--- src/rtl/axi4_burst_master.sv ---
// Single-outstanding AXI4 initiator: turns one command plus a beat stream
// into one AXI4 read or write burst, then pulses done with the worst response.
module axi4_burst_master #(
    parameter int ADDR_BITS    = 32,
    parameter int DATA_BITS    = 32,
    parameter int WSTRB_BITS   = DATA_BITS / 8,
    parameter int LOGSIZE_BITS = 3,
    parameter int LEN_BITS     = 8,
    parameter int BURST_BITS   = 2,
    parameter int RESP_BITS    = 2
) (
    input  logic                    PCLK,
    input  logic                    PRESETn,
    input  logic                    cmd_valid,
    output logic                    cmd_ready,
    input  logic                    cmd_write,
    input  logic [ADDR_BITS-1:0]    cmd_addr,
    input  logic [LEN_BITS-1:0]     cmd_len,
    input  logic [LOGSIZE_BITS-1:0] cmd_size,
    input  logic [BURST_BITS-1:0]   cmd_burst,
    input  logic                    wd_valid,
    output logic                    wd_ready,
    input  logic [DATA_BITS-1:0]    wd_data,
    input  logic [WSTRB_BITS-1:0]   wd_strb,
    output logic                    rd_valid,
    input  logic                    rd_ready,
    output logic [DATA_BITS-1:0]    rd_data,
    output logic                    rd_last,
    output logic                    done,
    output logic [RESP_BITS-1:0]    done_resp,
    output logic                    done_err,
    output logic [ADDR_BITS-1:0]    araddr,
    output logic                    arvalid,
    input  logic                    arready,
    output logic [LOGSIZE_BITS-1:0] arsize,
    output logic [LEN_BITS-1:0]     arlen,
    output logic [BURST_BITS-1:0]   arburst,
    input  logic [DATA_BITS-1:0]    rdata,
    input  logic                    rvalid,
    output logic                    rready,
    input  logic                    rlast,
    input  logic [RESP_BITS-1:0]    rresp,
    output logic [ADDR_BITS-1:0]    awaddr,
    output logic                    awvalid,
    input  logic                    awready,
    output logic [LOGSIZE_BITS-1:0] awsize,
    output logic [LEN_BITS-1:0]     awlen,
    output logic [BURST_BITS-1:0]   awburst,
    output logic [DATA_BITS-1:0]    wdata,
    output logic                    wvalid,
    input  logic                    wready,
    output logic [WSTRB_BITS-1:0]   wstrb,
    output logic                    wlast,
    input  logic                    bvalid,
    output logic                    bready,
    input  logic [RESP_BITS-1:0]    bresp
);

    typedef enum logic [2:0] {
        S_IDLE, S_AR, S_R, S_AW, S_W, S_B, S_DONE
    } state_t;

    state_t                  state_q, state_d;
    logic [ADDR_BITS-1:0]    addr_q, addr_d;
    logic [LEN_BITS-1:0]     len_q, len_d;
    logic [LOGSIZE_BITS-1:0] size_q, size_d;
    logic [BURST_BITS-1:0]   burst_q, burst_d;
    logic [LEN_BITS:0]       cnt_q, cnt_d;
    logic [RESP_BITS-1:0]    resp_q, resp_d;
    logic                    err_q, err_d;
    logic                    last_beat;

    // Extra counter bit lets len=255 reach 256 beats without wrapping.
    assign last_beat = (cnt_q == {1'b0, len_q});

    always_ff @(posedge PCLK or negedge PRESETn) begin
        if (!PRESETn) begin
            state_q <= S_IDLE;
            addr_q  <= '0;
            len_q   <= '0;
            size_q  <= '0;
            burst_q <= '0;
            cnt_q   <= '0;
            resp_q  <= '0;
            err_q   <= 1'b0;
        end else begin
            state_q <= state_d;
            addr_q  <= addr_d;
            len_q   <= len_d;
            size_q  <= size_d;
            burst_q <= burst_d;
            cnt_q   <= cnt_d;
            resp_q  <= resp_d;
            err_q   <= err_d;
        end
    end

    always_comb begin
        state_d = state_q;
        addr_d  = addr_q;
        len_d   = len_q;
        size_d  = size_q;
        burst_d = burst_q;
        cnt_d   = cnt_q;
        resp_d  = resp_q;
        err_d   = err_q;
        unique case (state_q)
            S_IDLE: begin
                if (cmd_valid) begin
                    addr_d  = cmd_addr;
                    len_d   = cmd_len;
                    size_d  = cmd_size;
                    burst_d = cmd_burst;
                    cnt_d   = '0;
                    resp_d  = '0;
                    err_d   = 1'b0;
                    state_d = cmd_write ? S_AW : S_AR;
                end
            end
            S_AR: begin
                if (arready) state_d = S_R;
            end
            S_R: begin
                if (rvalid && rd_ready) begin
                    cnt_d = cnt_q + 1'b1;
                    if (rresp > resp_q) resp_d = rresp;
                    if (last_beat) begin
                        state_d = S_DONE;
                        if (!rlast) err_d = 1'b1;
                    end else if (rlast) begin
                        err_d   = 1'b1;
                        state_d = S_DONE;
                    end
                end
            end
            S_AW: begin
                if (awready) state_d = S_W;
            end
            S_W: begin
                if (wd_valid && wready) begin
                    cnt_d = cnt_q + 1'b1;
                    if (last_beat) state_d = S_B;
                end
            end
            S_B: begin
                if (bvalid) begin
                    if (bresp > resp_q) resp_d = bresp;
                    state_d = S_DONE;
                end
            end
            S_DONE: state_d = S_IDLE;
            default: state_d = S_IDLE;
        endcase
    end

    // Handshake outputs decode only state_q, so reset drops them at once.
    assign cmd_ready = (state_q == S_IDLE);

    assign arvalid = (state_q == S_AR);
    assign araddr  = addr_q;
    assign arlen   = len_q;
    assign arsize  = size_q;
    assign arburst = burst_q;

    assign awvalid = (state_q == S_AW);
    assign awaddr  = addr_q;
    assign awlen   = len_q;
    assign awsize  = size_q;
    assign awburst = burst_q;

    assign rready   = (state_q == S_R) & rd_ready;
    assign rd_valid = (state_q == S_R) & rvalid;
    assign rd_data  = rdata;
    assign rd_last  = (state_q == S_R) & rlast;

    assign wvalid   = (state_q == S_W) & wd_valid;
    assign wd_ready = (state_q == S_W) & wready;
    assign wdata    = wd_data;
    assign wstrb    = wd_strb;
    assign wlast    = (state_q == S_W) & last_beat;

    assign bready    = (state_q == S_B);
    assign done      = (state_q == S_DONE);
    assign done_resp = resp_q;
    assign done_err  = err_q;

endmodule

--- config.mk ---
export PLATFORM = sky130hd
export DESIGN_NAME = axi4_burst_master
export DESIGN_NICKNAME = d
export VERILOG_FILES = /design/src/rtl/axi4_burst_master.sv
export SDC_FILE = /design/constraint.sdc
export NUM_CORES = 1
export LEC_CHECK = 0
export BUFFER_PORTS_ARGS = -buffer_cell sky130_fd_sc_hd__buf_2
export CORE_AREA = 3 3 117 119
export CTS_BUF_LIST = sky130_fd_sc_hd__clkbuf_8
export DETAILED_ROUTE_END_ITERATION = 16
export DIE_AREA = 0 0 120 122
export REMOVE_ABC_BUFFERS = 1
export SLEW_MARGIN = 20
export SYNTH_ARGS = -nofsm -noshare
export SYNTH_HDL_FRONTEND = slang
export SYNTH_SLANG_ARGS = --single-unit
--- constraint.sdc ---
create_clock -name PCLK -period 1.9 [get_ports PCLK]
set_clock_uncertainty 0.15 [all_clocks]
set_input_delay 0.19 -clock PCLK [delete_from_list [all_inputs] [get_ports PCLK]]
set_output_delay 0.19 -clock PCLK [all_outputs]
set_load 0.05 [all_outputs]
Word-level counts from Yosys, hierarchy flattened
Index checks and enable logic that the tools add are counted.

cells by class
  $add $sub $neg = 1
  $lt $le $gt $ge = 2
  equal/unequal tests = 18
  muxes and demuxes = 27
  bitwise logic cells = 6
  reduce and logical (&&, ||, !) cells = 11

operators by type and width
  operator                                       count
  2-to-1 mux 3 bit                               9
  2-to-1 mux 9 bit                               3
  one-hot mux 9 bit (3 select lines)             1
  one-hot mux 3 bit (6 select lines)             1
  2-to-1 mux 2 bit                               6
  != test 2 bit, second input constant           6
  adder 9 x 1 -> 9 bit, second input constant    1
  == test 3 bit, second input constant           3
  == test 9 x 8 -> 1 bit                         1
  AND reduction 8 bit                            1
  AND 1 bit                                      6
  == test 3 x 2 -> 1 bit, second input constant  2
  != test 2 x 1 -> 1 bit, second input constant  3
  != test 3 bit, second input constant           2
  one-hot mux 2 bit (3 select lines)             1
  AND reduction 6 bit                            1
  nonzero test 3 bit                             2
  2-to-1 mux 1 bit                               5
  AND reduction 5 bit                            1
  greater-than comparator 2 bit                  2
  AND reduction 4 bit                            1
  == test 3 x 1 -> 1 bit, second input constant  1
  zero test 3 bit                                1
  logical AND 1 bit                              2
  other kinds (3)                                3

storage, ports and cells
  flip-flop bits (word level) = 60
  input bits = 129
  output and inout bits = 172
  word-level logic and storage cells = 73

Logic depth before layout (Yosys ltp)
  word-level depth = 4
  depth in mapped cells = 7
  gate-level depth less buffers = 7

Worst setup path after synthesis
No wires, ideal clock.

  kind = register to output
  from = register len_q[7] (netlist: arlen[7])
  to = output wlast
  arrival = 2507 ps
  setup slack = -947 ps
  stages on the path, launching flop included = 5
  cell sequence = dfrtp_1 > xnor2_1 > nand3_1 > or4_4 > nor3_1

on the way
  longest elaborated chain between the ends = 2

ends and longest elaborated chain
  item                      RTL line  RTL
  start: declaration        65        logic [LEN_BITS-1:0] len_q, len_d;
  start signal: assignment  89        len_q <= len_d;
  == test 9 x 8 -> 1 bit    74        assign last_beat = (cnt_q == {1'b0, len_q});
  AND 1 bit                 180       assign wlast = (state_q == S_W) & last_beat;
  end: declaration          53        output logic wlast,

No other way between the ends.

Final worst setup path
  from = register cnt_q[7]
  to = output wlast

on the way
  longest elaborated chain between the ends = 2

ends and longest elaborated chain
  item                      RTL line  RTL
  start: declaration        68        logic [LEN_BITS:0] cnt_q, cnt_d;
  start signal: assignment  92        cnt_q <= cnt_d;
  == test 9 x 8 -> 1 bit    74
  AND 1 bit                 180

No other way between the ends.

==> summary.md <==
| Metric | Value |
|---|---|
| Final worst slack | `-0.294 ns` |
| Pre-CTS setup slack | `-0.149 ns` |
| Dominant cell type by area after synthesis | `dfrtp_1` |
| Post-Syn Instances | `342` |
| Final period utilization | `115%` |
| Antenna violations before repair | `1` |
| Share of layout cells above drive strength 1 | `between 50% and 60%` |
| Clock sinks | `60` |
| Sequential share of the synthesized area | `40.5%` |
| VDD IR max | `between 1500 and 2000 uV` |
| Synth Register Bits | `60` |
| Worst Path Required | `1.56 ns` |
| Largest cells by area after synthesis | `dfrtp_1 41%, buf_4 23%, mux2_2 10%` |
| Clock Tree Buf Depth | `2` |
| Slew @ Worst Pin | `between 0.3 and 0.4 ns` |
| Origin of the critical flop-to-flop path | `cnt_q[7]` |
| Die W | `roughly 120 um` |
| Int Power | `0.00487 W` |
| Final GP Congestion | `roughly 0.80` |
| Avg Vias per Cell | `around 4.5` |
| CP Class | `reg2out` |
| Logic gate share of total power | `70.4%` |
| # setup viols final | `5` |
| R2R Setup Slk | `-0.18 ns` |
| Maximum clock rate | `around 460 MHz` |
| Post-synth top cells | `113 x buf_4, 60 x dfrtp_1, 34 x mux2_2` |
| Net load switching power | `around 0.0065 W` |
| CTS buffer count | `9` |
| Vias in the first global route | `between 2000 and 3000` |
| Dpl hpwl | `10.3 mm` |
| Post-synth ARST share | `100%` |
| Largest net degree at the start of global routing | `between 60 and 70` |
| Outcome | `finished, violations left` |
| Router iterations before antenna repair | `4` |
| RSZ-0062 raised after global routing | `yes` |
| Sw frac | `a little under three fifths` |
| Worst hold path type | `in2reg` |
| Remaining global-route overflow | `0` |
| CP arrival | `roughly 1.9 ns` |
| Post-detailed-route wirelength per cell | `21.7 um` |
| CP peak stage delay | `about 0.53 ns` |
| Tot Pwr | `0.0113 W` |
| Ys Warns | `0` |
| EDFF count, synth | `0` |
| Rows | `just over 40` |
| Final ANT Viol Nets | `0` |
| Sequential share of power | `slightly above 20%` |
| Initial core utilization | `roughly 29%` |
| GRT Total Usage | `a little under a fifth` |
| Port Buf Inserts | `between 150 and 200` |
| Max cap viols | `0` |
| LEAKAGE | `roughly 2.5 nW` |
| Hold_sp | `bresp[1]` |
| Worst-path cell chain | `xnor2_1 > nand3_1 > or4_4 > nor3_4 > buf_6` |
| P per Cell Area | `2210 nW/um^2` |
| Dominant synthesized flop cell | `dfrtp_1` |
| CP max stage cell | `or4_4` |
| CTS tree | `yes` |
| Cell depth of the worst flop-to-flop path | `6` |
| Count leader, synth | `buf_4` |
| Hold endpoint | `done_resp[1]` |
| Iteration-0 DRC Markers | `slightly below 100` |
| Final #Nets | `slightly above 600` |
| Startpoint types | `flop` |
| Routed WL | `~14 mm` |
| FF-to-FF End | `state_q[1]` |
| Routed vias | `roughly 3000` |
| Worst Setup End Kind | `primary output` |
| Global-route wire length before repair | `19.4 mm` |
| Core ar. | `between 10000 and 15000 um^2` |
| Synthesized area per cell | `10.8 um^2` |
| P&R area growth vs syn | `38.1%` |
| Die Ht | `around 120 um` |
| Clock power share | `approximately 9.0%` |
| Failing checks | `negative setup slack` |
| Final Hold Viols | `0` |
| Root cell of the clock tree | `clkbuf_8` |
| Insertion delay to the later sink of the worst-skew pair | `around 0.33 ns` |
| Tmin final | `around 2.2 ns` |
| Relative slew slack | `77.4%` |
| I/O pins | `301` |
| Clock-pin transition on the worst setup and hold timing paths | `~0.070 ns` |
| H-tree depth | `3` |
| Hold Crit Depth | `3` |
| Top cell type's share of synthesized area | `between 40% and 50%` |
| Post-Syn Area | `3710 um^2` |
| Hold Worst Slack | `a little under 0.03 ns` |
| Synth cell types | `47` |
| Count of final max-slew check failures | `0` |
| DR DRC count | `0` |
| Die ar. | `roughly 15000 um^2` |
| Critical-path maximum fanout | `2` |
## stage by stage
stage                     utilization (%)  cells  cell area [um^2]  setup TNS [ns]
after detailed placement             32.6    589              4130          -0.425
after global placement               32.6    589              4130          -0.290
final                                40.4    665              5120          -0.758
after CTS                            38.2    651              4840           -1.02
after global routing                 40.4    665              5120           -1.93
after floorplan                         -    219              2810         -142.73
## what timing repair did
| item | in CTS | in global routing |
|---|---|---|
| pin swaps | 5 | 4 |
| buffers inserted | 1 | 8 |
| gates resized for setup | 19 | 34 |
| setup endpoints to repair | 51 | 61 |
| cloned | 0 | 5 |
| endpoints found under the hold margin | 105 | 0 |
| hold buffers | 46 | 0 |
## worst max path at each step
stage	start	to	slack [ns]	cells after the start
6_report	cnt_q[7]	wlast	-0.29	5
5_1_grt	cnt_q[7]	wlast	-0.38	5
4_1_cts	cnt_q[6]	wlast	-0.37	5
3_3_place_gp	cnt_q[7]	wlast	-0.11	5
2_1_floorplan	state_q[1]	araddr[0]	-2.94	3
3_5_place_dp	cnt_q[3]	wlast	-0.15	5
## registers in the layout (all words and copies together) (netlist names)
signal and cells:
done_resp 2, araddr 32, arburst 2, state_q 3, done_err 1, arsize 3
cnt_q 9, arlen 8
## power by group through the flow
stage | Combinational (W) | Sequential [W] | Clock, W
finish | 0.00798 | 0.00234 | 0.00101
global route | 0.00831 | 0.00242 | 0.00111
CTS | 0.00751 | 0.00231 | 0.00106
detailed placement | 0.00729 | 0.00230 | 0
global placement | 0.00726 | 0.00227 | 0
floorplan | 0.00161 | 0.00595 | 0
## metal layers
metal / vias up / track usage [%] / routed length [um]
met5: - / 9.72 / 183
met4: 4 / 8.16 / 501
met3: 24 / 17.8 / 2930
met2: 241 / 27.3 / 6250
met1: 1396 / 15.6 / 4530
li1: 1346 / - / -
## area by class of cell
class	count	area, um^2
Antenna cell	1	2.50
Clock buffer	11	151
Clock inverter	4	17.5
Fill cell	1203	7550
Inverter	7	26.3
Multi-Input combinational cell	152	1410
Sequential cell	60	1510
Tap cell	172	215
Timing Repair Buffer	258	1790
## cells by family after synthesis
group	count (synthesis)	synth area share (%)
muxes	51	15.6
DFF	60	40.5
buffers and inverters	130	24.8
xor gates and xnor gates	10	2.57
and+or+nand+nor	55	8.34
adders and majority gates	6	2.03
AOI/OAI and AO/OA	30	6.14
## critical path: cells and delay by family, from the launching register on
kind | cells | cell delay, ns
xor+xnor | 1 | 0.16
flops | 1 | 0.40
buf+inv | 1 | 0.18
simple gates | 3 | 0.79
## cell usage in the layout, fill, tap and decap left out, types with 4 or more instances in the layout
cell and instances:
a21oi_1 4, and3_1 7, buf_12 4, buf_2 156, buf_4 43, clkbuf_8 11
dfrtp_1 57, dlygate4sd3_1 46, ha_1 6, inv_1 6, mux2_1 10, mux2_2 23
mux2_4 17, nand2_1 4, nand3_1 8, nor2_1 9, o21ai_0 6, o21ai_1 4
o31ai_1 4, xnor2_1 6
No activity file was read; power rests on OpenSTA's default activity.
